[config.mk]
export PLATFORM = sky130hd
export DESIGN_NAME = fet_segdriver
export DESIGN_NICKNAME = d
export VERILOG_FILES = /design/src/rtl/fet_segdriver.sv
export SDC_FILE = /design/constraint.sdc
export NUM_CORES = 1
export LEC_CHECK = 0
export ABC_AREA = 1
export BUFFER_PORTS_ARGS = -buffer_cell sky130_fd_sc_hd__buf_2
export CORE_AREA = 2 2 52 54
export CTS_BUF_LIST = sky130_fd_sc_hd__clkbuf_4 sky130_fd_sc_hd__clkbuf_8
export CTS_CLUSTER_DIAMETER = 60
export DETAILED_ROUTE_END_ITERATION = 10
export DIE_AREA = 0 0 54 56
export PLACE_DENSITY = 0.62
export SLEW_MARGIN = 20
export SYNTH_ARGS = -nofsm -noshare
export SYNTH_HDL_FRONTEND = slang
export SYNTH_SLANG_ARGS = --single-unit
export TNS_END_PERCENT = 5
[constraint.sdc]
create_clock -name clk -period 1.82 [get_ports clk]
set_input_delay 0.182 -clock clk [delete_from_list [all_inputs] [get_ports clk]]
set_output_delay 0.182 -clock clk [all_outputs]
set_load 0.005 [all_outputs]
[src/rtl/fet_segdriver.sv]
// -----------------------------------------------------------------------------
// fet_segdriver
// Break-before-make sequencer for a power FET split into NSEG gated segments.
// On an enable request the segment mask is captured, a dead time elapses with
// all gates off, then the captured segments are turned on one at a time in
// ascending index order. Overcurrent latches a fault that forces every gate
// off until it is explicitly cleared.
//
// Ports
//   clk          block clock, rising edge
//   rst_n        asynchronous active-low reset
//   en_i         on request
//   seg_mask_i   segments allowed to turn on (Ron trim), captured at start
//   ocp_i        overcurrent flag
//   flt_clr_i    fault clear request (only meaningful while faulted)
//   gate_o       per-segment gate enables (registered)
//   on_o         all captured segments fully on (registered)
//   fault_o      latched overcurrent fault (registered)
//
// state | meaning
// ------+----------------------------------------------------------------
// OFF   | all gates off, waiting for en_i with a non-empty mask
// DEAD  | break-before-make dead time, gates still off
// RAMP  | turning captured segments on, one every STEP_CYC cycles
// FULL  | every captured segment on, on_o asserted
// FLT   | overcurrent latched, gates off until cleared with en_i low
// -----------------------------------------------------------------------------
module fet_segdriver #(
    parameter int NSEG     = 4,
    parameter int DEAD_CYC = 4,
    parameter int STEP_CYC = 2
) (
    input  logic            clk,
    input  logic            rst_n,
    input  logic            en_i,
    input  logic [NSEG-1:0] seg_mask_i,
    input  logic            ocp_i,
    input  logic            flt_clr_i,
    output logic [NSEG-1:0] gate_o,
    output logic            on_o,
    output logic            fault_o
);

    localparam int CMAX = (DEAD_CYC > STEP_CYC) ? DEAD_CYC : STEP_CYC;
    localparam int CW   = $clog2(CMAX + 1);

    // The counter holds "cycles left minus one", so a phase of N cycles
    // ends on the edge where it reads zero.
    localparam logic [CW-1:0] DEAD_LD = CW'(DEAD_CYC - 1);
    localparam logic [CW-1:0] STEP_LD = CW'(STEP_CYC - 1);

    typedef enum logic [2:0] {
        S_OFF  = 3'd0,
        S_DEAD = 3'd1,
        S_RAMP = 3'd2,
        S_FULL = 3'd3,
        S_FLT  = 3'd4
    } state_e;

    state_e          state_q;
    logic [NSEG-1:0] mask_q;
    logic [NSEG-1:0] gate_q;
    logic [CW-1:0]   cnt_q;
    logic            on_q;
    logic            fault_q;

    // Captured segments not yet on, and the lowest of them isolated with the
    // two's-complement trick; unmasked bits are never candidates, so they
    // cost no step.
    logic [NSEG-1:0] rem_d;
    logic [NSEG-1:0] next_bit_d;

    assign rem_d      = mask_q & ~gate_q;
    assign next_bit_d = rem_d & (~rem_d + NSEG'(1));

    always_ff @(posedge clk or negedge rst_n) begin
        if (!rst_n) begin
            state_q <= S_OFF;
            mask_q  <= '0;
            gate_q  <= '0;
            cnt_q   <= '0;
            on_q    <= 1'b0;
            fault_q <= 1'b0;
        end else begin
            case (state_q)
                S_OFF: begin
                    if (en_i && (|seg_mask_i)) begin
                        state_q <= S_DEAD;
                        mask_q  <= seg_mask_i;
                        cnt_q   <= DEAD_LD;
                    end
                end

                S_DEAD, S_RAMP, S_FULL: begin
                    if (ocp_i) begin
                        // Overcurrent wins over a simultaneous en_i drop.
                        state_q <= S_FLT;
                        mask_q  <= '0;
                        gate_q  <= '0;
                        cnt_q   <= '0;
                        on_q    <= 1'b0;
                        fault_q <= 1'b1;
                    end else if (!en_i) begin
                        state_q <= S_OFF;
                        mask_q  <= '0;
                        gate_q  <= '0;
                        cnt_q   <= '0;
                        on_q    <= 1'b0;
                    end else if (state_q == S_DEAD) begin
                        if (cnt_q == '0) begin
                            state_q <= S_RAMP;
                            gate_q  <= gate_q | next_bit_d;
                            cnt_q   <= STEP_LD;
                        end else begin
                            cnt_q <= cnt_q - 1'b1;
                        end
                    end else if (state_q == S_RAMP) begin
                        if (cnt_q != '0) begin
                            cnt_q <= cnt_q - 1'b1;
                        end else if (|rem_d) begin
                            gate_q <= gate_q | next_bit_d;
                            cnt_q  <= STEP_LD;
                        end else begin
                            // Last segment has had its full step to settle.
                            state_q <= S_FULL;
                            cnt_q   <= '0;
                            on_q    <= 1'b1;
                        end
                    end
                end

                S_FLT: begin
                    if (flt_clr_i && !en_i && !ocp_i) begin
                        state_q <= S_OFF;
                        fault_q <= 1'b0;
                    end
                end

                default: begin
                    state_q <= S_OFF;
                    mask_q  <= '0;
                    gate_q  <= '0;
                    cnt_q   <= '0;
                    on_q    <= 1'b0;
                    fault_q <= 1'b0;
                end
            endcase
        end
    end

    assign gate_o  = gate_q;
    assign on_o    = on_q;
    assign fault_o = fault_q;

endmodule

### After elaboration in Yosys (flattened, before gate mapping)

Index checks and enable logic that the tools add are counted.

* reduce and logical (&&, ||, !) cells: 18
* muxes and demuxes: 41
* $add $sub $neg: 2
* equal/unequal tests: 17
* bitwise gates (word level): 8

Operators by type and width (number)
* $mux 3: 16
* $mux 4: 10
* $ne 5x5->1 const B: 5
* $pmux 3 s3: 2
* $ne 4x4->1 const B: 4
* $pmux 4 s3: 1
* $reduce_and 5->1: 2
* $mux 1: 9
* $reduce_and 3->1: 3
* $and 4x4->4: 2
* $not 4->4: 2
* $pmux 4 s2: 1
* $reduce_or 4->1: 2
* $eq 3x2->1 const B: 2
* $logic_not 3->1: 2
* $ne 2x2->1 const B: 3
* $reduce_and 6->1: 1
* $add 4x1->4 const B: 1
* $or 4x4->4: 1
* $eq 3x1->1 const B: 1
* $eq 3x3->1 const B: 1
* $logic_and 1x1->1: 3
* $ne 3x3->1 const B: 1
* $not 1->1: 3
* 7 further kinds: 8

* word-level logic and storage cells: 92
* bits of input ports: 9
* bits in registers: 16
* output and inout bits: 6

### Longest topological paths before layout

* word-level depth: 13
* gate-level depth with buffers: 10
* mapped depth without buffers: 10

### Worst setup path before layout

Ideal clock, no wire load.

* kind: register -> register
* start: register cnt_q[0]
* end: register state_q[1]
* buffers on the path: 0
* library setup time: 0.117 ns
* slack: 0.623 ns
* required time: 1.703 ns
* arrival time: 1.080 ns
* cell stages (with the launch flop): 11
* period minus slack after synthesis: 1.197 ns
* path through: dfrtp_1 > inv_1 > nand2_1 > nor2_2 > inv_1 > nand2_1 > nand2_1 > nor2_2 > nand2_1 > nand2_1 > nand2_1

* cells in the longest elaborated chain, start to end: 3
* elaborated cells on any way between the ends: 5
* those cells by class: eq/ne: 2; reduce/logical: 3

Ends and longest elaborated chain
* start, declared: line 63 `logic [CW-1:0] cnt_q;`
* start signal, assigned: line 115 `cnt_q <= cnt_q - 1'b1;`
* start signal, assigned: line 119 `cnt_q <= cnt_q - 1'b1;`
* $logic_not 3->1 or $reduce_bool 3->1 (tied branches): line 110, 118
* $ne 5x5->1 (no source line)
* $reduce_and 6->1 (no source line) (*)
* end signal, assigned: line 104 `state_q <= S_OFF;`
* end signal, assigned: line 111 `state_q <= S_RAMP;`
* end signal, assigned: line 125 `state_q <= S_FULL;`
* end, declared: line 60 `state_e state_q;`

Mark *: on every way between the ends. The rest lies on a longest branch, timed or not.
A chain may end at the register's enable or synchronous reset.

### Worst setup path in the final report

* start: register state_q[2]
* end: register gate_q[2] (netlist: gate_o[2])

* cells in the longest elaborated chain, start to end: 5
* elaborated cells on any way between the ends: 17
* those cells by class: eq/ne: 8; mux: 4; bitwise: 1; reduce/logical: 4

Ends and longest elaborated chain
* start signal, assigned: line 78 `state_q <= S_OFF;`
* start signal, assigned: line 88 `state_q <= S_DEAD;`
* start signal, assigned: line 97 `state_q <= S_FLT;`
* $eq 3x1->1: line 85, 109
* $mux 4: line 109 `end else if (state_q == S_DEAD) begin`
* $mux 4: line 103 `end else if (!en_i) begin`
* $mux 4: line 95 `if (ocp_i) begin`
* $pmux 4 s2: line 85 `case (state_q)`
* end signal, assigned: line 112 `gate_q <= gate_q | next_bit_d;`
* end signal, assigned: line 121 `gate_q <= gate_q | next_bit_d;`
* end, declared: line 62 `logic [NSEG-1:0] gate_q;`

Several ways; a longest one is shown, not always the timed one.

==> metrics <==
# fillers=263; die area=0.00302 sq mm; fmax=0.704 GHz; clock power share=13.9%; flops & latches, synth=16; grt ovf=0; GRT Overall Usage=14.5%; Post-CTS Setup Repair Bufs=0; Cells after Synth=131; top_reg_cell synth=dfrtp_1; warnings from Yosys=0; final net count=159; clock root buffer=clkbuf_4; Slew Viols, Final=0; number of global-route vias before repair=735; RSZ-0062 raised after global routing=false; Ports=15; Comb power frac=52.1%; Pwr Density=1560 mW/mm^2; Hold Crit Class=in2reg; routed wire length=1950 um; Via density=4.84; cts repair resizes=0; Data required, critical path=2.00 ns; Die Ht=56 um; Rel. slew slack=75.4%; pin count of the biggest net entering global routing=17; Max clock buf depth=2; met1 Track Usage GR=20.1%; status=finished, final reports clean; GPL Wtd Cong=0.833; final worst-path cycle share=78.0%; startpoint types=flip-flop; ANT nets after route=0; P&R area growth vs syn=15.4%; Port Buffers=14; sequential fraction of design power=34.0%; CTS tree=built; endpoints failing setup=0; TritonCTS Buffers=3; met3 Use GR=2.42%; crit end category=flip-flop; Final Hold Slack=0.147 ns; clock sinks=16; Tmin final=1.42 ns; Async SR Flop Fraction=100%; antenna violations before repair=0; standard-cell row count=18; DP Wirelength=1540 um; Initial Util=39.1%; wire per inst=10.9 um; Seq/Total Area, Yosys=42.1%; Final Instance Area=0.00110 sq mm; H-tree levels=1; via count=867; GRT Max-Usage Layer=met2; Die Width=54 um; Sw Ratio=47.4%; Hold Buf Count CTS=1; Switching Power=0.000814 W; skew final=0.00725 ns; Synth Cell Area=951 sq um; Setup Crit Path Kind=reg2reg; static leakage=0.566 nW; clk slew on worst S/H paths=0.10 ns; CP Max Fanout=8; met2 Usage GRT=21.8%; Max-cap violations=0; critical path arrival=1.60 ns; dpl cell area=0.00105 sq mm; initial drt markers=15; Yosys cell types=23; layout cell share with drive strength beyond 1=24.8%; diode count=0; Pint=0.000902 W; final hold vios=0; Post-synth EDFFs=0; syn nets=140; Synth Area per Inst=7.26 sq um; drt drc=0; TritonRoute pass-1 iters=4; final setup TNS=0 ns; core area=0.00243 sq mm; clk_lat worst skew=0.29 ns; first-pass GRT wire length=3250 um; worst slew pin tran=0.369 ns; Worst VDD drop=0.835 mV
[final cells by class]
cell class / instances / area (sq um) / area share (%)
Multi-Input combinational cell: 96 / 475 / 43.3
Clock buffer: 4 / 36.3 / 3.31
Tap cell: 30 / 37.5 / 3.42
Inverter: 18 / 67.6 / 6.16
Timing Repair Buffer: 15 / 80.1 / 7.30
Sequential cell: 16 / 400 / 36.5
[cells in the mapped netlist, types with 2 or more instances]
| cell type | number | area (sq um) |
|---|---|---|
| a21oi_1 | 7 | 35.0 |
| dfrtp_1 | 16 | 400 |
| inv_1 | 11 | 41.3 |
| inv_2 | 6 | 22.5 |
| nand2_1 | 42 | 158 |
| nand2_2 | 2 | 12.5 |
| nand3_1 | 7 | 35.0 |
| nand3_2 | 2 | 20.0 |
| nor2_1 | 9 | 33.8 |
| nor2_2 | 5 | 31.3 |
| o21ai_1 | 12 | 60.1 |
[layout by cell type (no fill, tap or decap), types with 2 or more instances in the layout]
cell,n
o21ai_1,12
nand2_1,42
dfrtp_1,16
inv_1,11
a21oi_1,7
nand2_2,2
nand3_1,7
nor2_1,9
nand3_2,2
clkbuf_4,3
nor2_2,5
inv_2,6
buf_2,14
[registers in the layout, indices dropped and copies added (netlist names)]
signal   count
gate_o       4
mask_q       4
cnt_q        3
state_q      3
fault_o      1
on_o         1
[final timing paths]
path | startpoint | endpoint | slack, ns | cells after the start
worst max-delay path | state_q[2] | gate_o[2] | 0.40 | 7
min in group asynchronous | rst_n | cnt_q[2] | 0.32 | 2
worst max register to register | state_q[2] | gate_o[2] | 0.40 | 7
worst min register to register | fault_o | fault_o | 0.49 | 2
max in group asynchronous | rst_n | mask_q[0] | 1.23 | 2
worst min-delay path | seg_mask_i[3] | mask_q[3] | 0.15 | 3
[power groups by stage]
stage / Combinational, W / Clock, W / Sequential (W)
2_1_floorplan: 0.000718 / 0 / 0.000556
3_3_place_gp: 0.000873 / 0 / 0.000587
3_5_place_dp: 0.000890 / 0 / 0.000592
4_1_cts: 0.000898 / 0.000248 / 0.000585
5_1_grt: 0.00102 / 0.000271 / 0.000600
6_report: 0.000895 / 0.000238 / 0.000583
[critical path, stage by stage, from the launching register on]
cell and delay [ns]:
dfrtp_1 0.53, nor2_1 0.12, nand3_2 0.10, nand2_1 0.07, nor2_1 0.22, nand2_2 0.12
nand2_1 0.08, o21ai_1 0.06
[cell families (layout without fill, tap and decap cells)]
logic type      after synthesis  after routing  share of synthesized area [%]
compound gates               22             22                           12.0
simple gates                 74             74                           38.0
flops                        16             16                           42.1
buf+inv                      19             37                           7.89
[stage by stage]
| step | worst slack [ns] | total power [W] | utilization (%) | instances |
|---|---|---|---|---|
| finish | 0.400 | 0.00172 | 45.1 | 179 |
| global route | 0.274 | 0.00189 | 45.1 | 179 |
| CTS | 0.420 | 0.00173 | 45.1 | 179 |
| detailed placement | 0.439 | 0.00148 | 43.2 | 174 |
| global placement | 0.468 | 0.00146 | 43.2 | 174 |
| floorplan | 0.623 | 0.00127 | - | 131 |
[layer usage]
metal	up-vias	share of wire (%)	wire length, um
li1	455	-	-
met1	384	50	982
met2	23	43	838
met3	5	4.3	83
met4	0	2.2	42
met5	-	0	0
(Power assumes the default switching activity.)
